$ cat src/rtl/elevator_req_sched.sv
// Hall/cabin request latch with SCAN (up-then-down) next-floor scheduler.
// Optional macro REQ_CANCEL_EN: a cabin double-press cancels its pending request.
module elevator_req_sched #(
    parameter int NUM_FLOORS = 5,
    parameter int FLOOR_W    = 3
) (
    input  logic                  CLK,
    input  logic                  RST,
    input  logic [NUM_FLOORS-1:0] i_req_ext,
    input  logic [NUM_FLOORS-1:0] i_req_inter,
    input  logic [FLOOR_W-1:0]    i_cur_floor,
    input  logic                  i_door_open,
    input  logic                  i_moving_up,
    input  logic                  i_moving_down,
    output logic [NUM_FLOORS-1:0] o_pending,
    output logic [NUM_FLOORS-1:0] o_target_onehot,
    output logic [FLOOR_W-1:0]    o_target_floor,
    output logic                  o_target_valid,
    output logic [1:0]            o_scan_dir
);

    localparam int unsigned NF = NUM_FLOORS;

    typedef enum logic [1:0] {
        S_IDLE = 2'b00,
        S_UP   = 2'b01,
        S_DOWN = 2'b10
    } state_e;

    state_e                  state_q, state_d;
    logic [NUM_FLOORS-1:0]   ext_prev_q, ext_prev_d;
    logic [NUM_FLOORS-1:0]   int_prev_q, int_prev_d;
    logic [NUM_FLOORS-1:0]   pend_ext_q, pend_ext_d;
    logic [NUM_FLOORS-1:0]   pend_int_q, pend_int_d;
    logic [FLOOR_W-1:0]      tgt_floor_q, tgt_floor_d;
    logic                    tgt_valid_q, tgt_valid_d;

    logic [NUM_FLOORS-1:0]   prs_ext, prs_int, clr, pend, above, below;
    logic                    in_range, serve, here, have_up, have_dn, found_up, go_up;
    logic [FLOOR_W-1:0]      up_floor, dn_floor;
    int unsigned             cur_idx;

    always_comb begin
        prs_ext  = i_req_ext & ~ext_prev_q;
        prs_int  = i_req_inter & ~int_prev_q;
        cur_idx  = 32'(i_cur_floor);
        in_range = cur_idx < NF;
        serve    = i_door_open & ~i_moving_up & ~i_moving_down & in_range;
        clr      = serve ? (NUM_FLOORS'(1) << i_cur_floor) : '0;

        ext_prev_d = i_req_ext;
        int_prev_d = i_req_inter;
        // Clear is applied last so a service at this floor beats a same-edge press.
        pend_ext_d = (pend_ext_q | prs_ext) & ~clr;
`ifdef REQ_CANCEL_EN
        pend_int_d = (pend_int_q ^ prs_int) & ~clr;
`else
        pend_int_d = (pend_int_q | prs_int) & ~clr;
`endif

        // Scheduling looks only at requests already registered before this edge.
        pend     = pend_ext_q | pend_int_q;
        above    = '0;
        below    = '0;
        here     = 1'b0;
        found_up = 1'b0;
        up_floor = '0;
        dn_floor = '0;
        for (int unsigned f = 0; f < NF; f++) begin
            if (f > cur_idx) above[f] = pend[f];
            if (f < cur_idx) below[f] = pend[f];
            if (f == cur_idx) here = pend[f];
            if (above[f] && !found_up) begin
                up_floor = FLOOR_W'(f);
                found_up = 1'b1;
            end
            if (below[f]) dn_floor = FLOOR_W'(f);
        end
        have_up = |above;
        have_dn = |below;
        go_up   = have_up && ((state_q != S_DOWN) || !have_dn);

        state_d     = state_q;
        tgt_floor_d = tgt_floor_q;
        tgt_valid_d = tgt_valid_q;
        if (in_range) begin
            if (go_up) begin
                state_d     = S_UP;
                tgt_floor_d = up_floor;
                tgt_valid_d = 1'b1;
            end else if (have_dn) begin
                state_d     = S_DOWN;
                tgt_floor_d = dn_floor;
                tgt_valid_d = 1'b1;
            end else if (here) begin
                state_d     = S_IDLE;
                tgt_floor_d = i_cur_floor;
                tgt_valid_d = 1'b1;
            end else begin
                state_d     = S_IDLE;
                tgt_valid_d = 1'b0;
            end
        end
    end

    always_ff @(posedge CLK or negedge RST) begin
        if (!RST) begin
            state_q     <= S_IDLE;
            ext_prev_q  <= '0;
            int_prev_q  <= '0;
            pend_ext_q  <= '0;
            pend_int_q  <= '0;
            tgt_floor_q <= '0;
            tgt_valid_q <= 1'b0;
        end else begin
            state_q     <= state_d;
            ext_prev_q  <= ext_prev_d;
            int_prev_q  <= int_prev_d;
            pend_ext_q  <= pend_ext_d;
            pend_int_q  <= pend_int_d;
            tgt_floor_q <= tgt_floor_d;
            tgt_valid_q <= tgt_valid_d;
        end
    end

    assign o_pending       = pend_ext_q | pend_int_q;
    assign o_target_floor  = tgt_floor_q;
    assign o_target_valid  = tgt_valid_q;
    assign o_target_onehot = tgt_valid_q ? (NUM_FLOORS'(1) << tgt_floor_q) : '0;
    assign o_scan_dir      = state_q;

endmodule

$ cat config.mk
export PLATFORM = sky130hd
export DESIGN_NAME = elevator_req_sched
export DESIGN_NICKNAME = d
export VERILOG_FILES = /design/src/rtl/elevator_req_sched.sv
export SDC_FILE = /design/constraint.sdc
export NUM_CORES = 1
export LEC_CHECK = 0
export CAP_MARGIN = 40
export CORE_ASPECT_RATIO = 0.75
export CORE_MARGIN = 4
export CORE_UTILIZATION = 35
export CTS_BUF_LIST = sky130_fd_sc_hd__clkbuf_16
export DETAILED_ROUTE_END_ITERATION = 10
export SLEW_MARGIN = 15
export SYNTH_ARGS = -nofsm -noshare
export SYNTH_HDL_FRONTEND = slang
export SYNTH_SLANG_ARGS = --single-unit
$ cat constraint.sdc
create_clock -name CLK -period 4.6 [get_ports CLK]
set_input_delay 0.69 -clock CLK [delete_from_list [all_inputs] [get_ports CLK]]
set_output_delay 0.69 -clock CLK [all_outputs]
set_load 0.01 [all_outputs]
Word-level counts from Yosys, hierarchy flattened
Index checks and enable logic that the tools add are counted.

storage, ports and cells
  bits in registers = 26
  memories kept = 0
  word-level logic and storage cells = 88
  latch bits = 0
  RAM bits = 0
  memory bits (read-only) = 0

operators by class
  add/subtract/negate cells = 0
  bitwise gates (word level) = 15
  multiply operators = 0
  div/mod/pow operators = 0
  $lt $le $gt $ge = 10
  eq/ne operators = 5
  reduce and logical (&&, ||, !) cells = 14
  shift-type cells = 2
  multiplexer cells = 35

operators with widths
  cell                                                                         number
  3-bit two-way mux                                                            9
  1-bit two-way mux                                                            22
  5-bit bitwise AND                                                            4
  5-bit inverter                                                               3
  5-bit OR                                                                     3
  5-bit two-way mux                                                            2
  1-bit by 3-bit left shift with 5-bit output, first input constant            2
  2-bit by 3-bit == test with 1-bit output, first input constant               2
  2-bit by 3-bit > comparator with 1-bit output, first input constant          2
  1-bit by 3-bit less-than comparator with 1-bit output, first input constant  2
  2-bit by 3-bit less-than comparator with 1-bit output, first input constant  2
  5-bit OR reduction                                                           1
  1-bit logical AND                                                            4
  1-bit zero test                                                              4
  2-bit two-way mux                                                            2
  4-bit OR reduction                                                           1
  1-bit bitwise AND                                                            3
  1-bit by 3-bit == test with 1-bit output, first input constant               1
  3-bit == test, first input constant                                          1
  1-bit by 3-bit > comparator with 1-bit output, first input constant          1
  3-bit > comparator, first input constant                                     1
  3-bit zero test                                                              1
  3-bit less-than comparator, first input constant                             1
  3-bit less-than comparator, second input constant                            1
  5 further kinds                                                              6

Depth between registers and ports, before layout
Gate-level depths: netlist of run 1.

  depth after elaboration = 13
  mapped depth = 7
  depth with buffers taken out = 7

Least setup slack after synthesis of run 1
No wires, ideal clock.

  path kind = input to register
  from = input port i_cur_floor[2]
  to = register tgt_floor_q[0] (netlist: o_target_floor[0])
  arrival = 2.207 ns
  setup time = 0.125 ns
  setup slack = 2.268 ns
  data required time = 4.475 ns
  path buffers = 1
  stages on the path = 7
  path through = buf_4 > a21o_2 > a21boi_2 > a311oi_2 > nor3_2 > mux2_4 > mux2_2

between the ends
  word-level cells in the longest chain between the ends = 13

RTL lines
  item                                           RTL line  source
  from (decl)                                    11        input logic [FLOOR_W-1:0] i_cur_floor,
  1-bit by 3-bit > comparator with 1-bit output  70        if (f > cur_idx) above[f] = pend[f];
  1-bit two-way mux                              70
  1-bit two-way mux                              73        if (above[f] && !found_up) begin
  1-bit zero test                                73
  1-bit logical AND                              73
  1-bit two-way mux                              73
  1-bit zero test                                73
  1-bit logical AND                              73
  1-bit two-way mux                              73
  1-bit zero test                                73
  1-bit logical AND                              73
  3-bit two-way mux                              73
  3-bit two-way mux                              87        if (go_up) begin
  to (signal assigned)                           121       tgt_floor_q <= tgt_floor_d;
  to (decl)                                      35        logic [FLOOR_W-1:0] tgt_floor_q, tgt_floor_d;

Parallel ways exist; a longest one is shown, timed or not.
A chain may end at the register's enable or synchronous reset.

Final worst setup path of run 1
Same ends and word-level chain as after synthesis.

==> results of run 1 <==
[state kept, by name, indices dropped and copies added, names as in the netlist]
register / count
pend_int_q: 5
o_target_floor: 3
ext_prev_q: 5
o_target_valid: 1
o_scan_dir: 2
pend_ext_q: 5
int_prev_q: 5
[synthesized netlist by cell type (2+ instances only)]
master and n:
a21oi_1 11, a31oi_1 2, buf_2 2, clkbuf_1 2, dfrtp_1 26, inv_1 14, mux2_2 2, nand2_1 9
nand2b_1 2, nand3_1 4, nor2_1 19, nor2b_1 4, nor3_1 4, nor3b_1 3, o21a_1 2, o21ai_0 5
o22ai_1 2, or2_1 2
[cells by family (layout without fill, tap and decap cells)]
group / count (synthesis) / after routing / synth area share, %
and+or+nand+nor: 52 / 52 / 19.2
buffers and inverters: 20 / 51 / 6.73
muxes: 4 / 4 / 3.60
AOI/OAI and AO/OA: 39 / 39 / 21.1
DFF: 26 / 26 / 49.3
[metal layers]
metal	vias to the layer above	global-route usage (%)
met5	-	0
met4	0	4.41
met3	4	3.95
met2	44	20.4
met1	528	19.2
li1	555	-
[path summary, 6_finish.rpt]
check / endpoint / slack (ns) / start / depth (start not counted)
worst max register to register: o_target_floor[0] / 2.46 / pend_int_q[2] / 6
worst min-delay path: pend_int_q[3] / 0.55 / int_prev_q[3] / 2
max in group asynchronous: pend_ext_q[3] / 3.54 / RST / 2
worst min register to register: pend_int_q[3] / 0.55 / int_prev_q[3] / 2
worst max-delay path: o_target_floor[0] / 1.53 / i_cur_floor[2] / 7
min in group asynchronous: int_prev_q[4] / 0.81 / RST / 2
[metrics by stage]
| stage | setup slack, ns | hold slack [ns] | area (um^2) | std cells | utilization, % |
|---|---|---|---|---|---|
| 2_1_floorplan | 2.27 | 0.394 | 1320 | 141 | - |
| 3_3_place_gp | 1.33 | 0.523 | 1690 | 221 | 46.4 |
| 3_5_place_dp | 1.27 | 0.533 | 1690 | 221 | 46.4 |
| 4_1_cts | 1.54 | 0.548 | 1760 | 224 | 48.4 |
| 5_1_grt | 1.38 | 0.569 | 1760 | 224 | 48.4 |
| 6_report | 1.53 | 0.549 | 1760 | 224 | 48.4 |
[critical path: cells and delay by family]
kind	cells	cell delay, ns
muxes	1	0.37
buffers and inverters	1	0.91
AOI/OAI and AO/OA	5	1.25
[where the power goes]
part           switching [mW]  internal [mW]
Sequential             0.0173          0.246
Combinational          0.0518         0.0649
Clock                  0.0711          0.115
Total                   0.140          0.426
[cell type report]
type | instances | share of cell area, %
timing repair buffer | 34 | 19.2
sequential | 26 | 36.9
clock buffer | 3 | 4.26
tap | 52 | 3.69
inverter | 14 | 2.98
multi-input combinational | 95 | 33.0
==> results.cfg, run 1 <==
[outcome]
status = finished, final reports clean

[routing]
first_drt_iteration_drcs = 44
vias_per_cell = 5.05
via_count = 1131
drt-wirelength-per-cell_um = 13.5
postRouteWirelength_um = 3030
met3_wirelength_um = 218
dr.pass1.iters = 4
detail_route.wirelength.met1_um = 1440
drtAntennaViolNets = 0
route.detailed.drc = 0
total_length_of_routed_met2_wires_um = 1330
routed.top_layer = met4

[sta]
fin_crit_sh_pct = 66.8
hold_violation_total_from_the_final_report = 0
totalNegativeSetupSlack_ns = 0
worstMarginPinSlew_ns = 0.679
timing.clock.skew_ns = 0.00233
timing.final.max_slew_violations = 0
rsz0062_at_grt = no
clock.fmax_mhz = 326
setup_viol_count_final = 0
slew-limit-headroom_pct = 54.6
min_cycle_time_layout_ns = 3.07

[global_routing]
grt_start_max_net_pins = 27
number_of_antenna_violations_at_the_first_check_in_global_routing = 0
gr-total-overflow = 0
gr-usage-all-layers_pct = 13.6
grt_first_pass_wirelength_um = 5060
grt_pass1_vias = 1048

[die]
core_mm2 = 0.00364
fp-row-count = 19
fp.dieArea_mm2 = 0.00483
initial_core_util_pct = 36.3
num_io_pins = 34
die_y_um = 61.2
dieWidth_um = 78.9

[cts]
tritoncts = built
cts_hold_buf = 0
number_of_gates_resized_after_cts = 0
clock_tree.root_cell = clkbuf_16
clk-insertion-delay-late_ns = 0.26
clock_tree.buffer_depth = 2
cts_num_sinks = 26
cts_made_buffers = 3
ctsHtreeMaxLevel = 1
clock_transition_at_the_registers_of_the_reported_paths_ns = 0.06
cts_setup_buffers = 0

[logic_synthesis]
synth_enable_flop_cells = 0
postSynth.asyncResetShare_pct = 100
synth.area.top_cells = dfrtp_1, nor2_1, a21oi_1
synth.avg_cell_area_um2 = 9.36
yosys_register_bits = 26
netlist-cell-type-count = 44
synth_area_leader_cell = dfrtp_1
ys_seq_area_share_pct = 49.3
mappedNetlistNets = 159
mappedNetlistArea_mm2 = 0.00132
yosysWarnings = 0
synthesis.instances = 141
postSynth.topFlopCell = dfrtp_1
synth.top_cell.area_share_pct = 49.3

[critical_path]
worstPathMaxFanout = 20
critical_path.max_stage_delay_ns = 0.91
critical_path_class = in -> reg
critPathLaunchType = input port
critical_path.endpoint_type = flip-flop
path_cells = clkdlybuf4s50_1 > o22a_2 > o32ai_2 > a311oi_2 > o2111ai_1 > o21ai_2 > mux2_2
worst-endpoint-arrival_ns = 3.21
slowest_stage = clkdlybuf4s50_1
worst_ep_required_time_ns = 4.74

[cells_and_area]
most-common-layout-cells = clkdlybuf4s50_1, dfrtp_1, nor2_1
num-fill-cells = 366
register_area_um2 = 651
antenna-diode-count = 0
final_net_count = 192
total_area_of_multi_input_combinational_cells_um2 = 581
syn_to_final_growth_pct = 33.5
layout.cells.most_common = clkdlybuf4s50_1
drive_gt1_share_pct = 8.72

[power_and_ir_drop]
leakage_nw = 0.683
worst_ir_drop_vdd_mv = 0.216
report.power.total_mw = 0.566
cellPowerDensity_mw_per_mm2 = 322

[placement]
port_buffers = 33
hpwl_um = 2320
globalplace.congestion = 0.803

[hold_path]
holdCritPathClass = reg -> reg

[flow_run]
max_cap_viols = 0
Note: power is estimated with default switching activity, not from simulation.
==> run 2: changes to the inputs <==
Clock period 4.6 ns to 3 ns, I/O delays scaled along.
==> run 2 against run 1 <==
Sequential share of layout area fell by 0.69 points; cell area rose by 1.9%; via count rose by 1.3%; first-iteration DRC count rose by 11%; final cell count rose by 2.2%; die area did not move; sequential power rose by 53%; clock skew barely moved.
==> results.cfg, run 2 (synthesis results as in run 1) <==
[power_and_ir_drop]
p_seq_share_pct = 45.7
cellPowerDensity_mw_per_mm2 = 492
report.power.total_mw = 0.883
switching_share_pct = 25.3
pwr-share-clk_pct = 33.2
power.share.combinational_pct = 21.1
netSwitchingPower_mw = 0.223
worst_ir_drop_vdd_mv = 0.292
cell_internal_pwr_mw = 0.660
leakage_nw = 0.704

[die]
initial_core_util_pct = 36.3
fp.dieArea_mm2 = 0.00483
num_io_pins = 34
die_y_um = 61.2
dieWidth_um = 78.9
core_mm2 = 0.00364
fp-row-count = 19

[hold_path]
whs_endpoint = pend_int_q[1]
holdCritPathClass = reg -> reg
worst_hold_path_cell_count = 2
holdCritStartpoint = pend_int_q[1]

[routing]
dr.pass1.iters = 4
postRouteWirelength_um = 3080
vias_per_cell = 5.00
met3_wirelength_um = 181
via_count = 1146
detail_route.wirelength.met1_um = 1440
route.detailed.drc = 0
first_drt_iteration_drcs = 49
total_length_of_routed_met2_wires_um = 1450
drt-wirelength-per-cell_um = 13.5
drtAntennaViolNets = 0
routed.top_layer = met4

[cts]
clock_tree.buffer_depth = 2
cts_made_buffers = 3
clk-insertion-delay-late_ns = 0.26
cts_num_sinks = 26
clock_transition_at_the_registers_of_the_reported_paths_ns = 0.06
clock_tree.root_cell = clkbuf_16
number_of_gates_resized_after_cts = 0
cts_hold_buf = 0
tritoncts = built
ctsHtreeMaxLevel = 1
cts_setup_buffers = 0

[critical_path]
worst_reg2reg_path_length_in_cells = 6
worst_ep_required_time_ns = 3.14
worst-endpoint-arrival_ns = 2.75
critical_path.endpoint_type = flip-flop
critPathLaunchType = input port
r2r_end = o_target_floor[0]
ff2ff_setup_slack_ns = 0.88
critical_path_class = in -> reg
worstPathMaxFanout = 10
worstReg2RegStart = pend_ext_q[3]

[cells_and_area]
syn_to_final_growth_pct = 36.0
finalNonFillerCells = 229
antenna-diode-count = 0
final_net_count = 196
most-common-layout-cells = clkdlybuf4s50_1, dfrtp_1, nor2_1
post-route-cell-area_mm2 = 0.00180
drive_gt1_share_pct = 10.7
layout.cells.most_common = clkdlybuf4s50_1

[sta]
fin_crit_sh_pct = 86.8
clock.fmax_mhz = 384
timing.final.max_slew_violations = 0
rsz0062_at_grt = no
min_cycle_time_layout_ns = 2.60
slew-limit-headroom_pct = 61.1
hold_violation_total_from_the_final_report = 0
totalNegativeSetupSlack_ns = 0
worstMarginPinSlew_ns = 0.582
timing.clock.skew_ns = 0.00241
setup_viol_count_final = 0

[outcome]
status = finished, final reports clean

[global_routing]
grt_first_pass_wirelength_um = 4870
number_of_antenna_violations_at_the_first_check_in_global_routing = 0
gr-total-overflow = 0
grt_pass1_vias = 1079
grt_start_max_net_pins = 27
gr-usage-all-layers_pct = 12.9

[placement]
placed_area_mm2 = 0.00172
globalplace.congestion = 0.883
place_inst = 225
hpwl_um = 2420
port_buffers = 33

[flow_run]
max_cap_viols = 0
## run 2: cell types whose count changed in the layout (fill, tap and decap cells not counted)
cell / before / now
buf_4: 1 / 5
clkinv_1: 0 / 1
## run 2: final cells by class
type	count	area, um^2
clock buffers	3	75.1
clock inverters	1	3.75
fillers	356	1840
inverters	14	52.6
multi-input cells	95	581
flip-flops and latches	26	651
well taps	52	65.1
repair buffers	38	368
## run 2: layer usage
metal / vias up / GRT usage [%]
met5: - / 0
met4: 0 / 1.47
met3: 2 / 4.09
met2: 28 / 22.5
met1: 551 / 16.7
li1: 565 / -
## run 2: worst max-delay path by stage
stage	slack, ns	end	cells after the start	start
after detailed placement	0.13	o_target_floor[0]	7	i_cur_floor[1]
after global routing	0.30	o_target_floor[0]	7	i_cur_floor[1]
after global placement	0.24	o_target_floor[1]	7	i_cur_floor[1]
after floorplan	0.91	o_target_floor[0]	7	i_cur_floor[2]
final	0.40	o_target_floor[0]	7	i_cur_floor[1]
after CTS	0.41	o_target_floor[0]	7	i_cur_floor[1]
## run 2: per-stage QoR
stage,utilization (%),setup slack (ns),hold WS (ns)
3_5_place_dp,47.2,0.133,0.523
5_1_grt,49.4,0.297,0.583
6_report,49.4,0.396,0.542
3_3_place_gp,47.2,0.245,0.503
2_1_floorplan,-,0.908,0.154
4_1_cts,49.4,0.414,0.539
## run 2: power by group through the flow
stage / Sequential [mW] / Combinational [mW] / Clock (mW)
finish: 0.403 / 0.187 / 0.294
detailed placement: 0.410 / 0.188 / 0
floorplan: 0.411 / 0.0842 / 0
global placement: 0.409 / 0.185 / 0
CTS: 0.403 / 0.189 / 0.304
global route: 0.407 / 0.205 / 0.322
## run 2: critical path: stages
cell and delay (ns):
clkdlybuf4s50_1 0.57, or2_1 0.34, o32ai_2 0.16, a311oi_2 0.42
o2111ai_1 0.20, o21ai_2 0.24, mux2_2 0.36
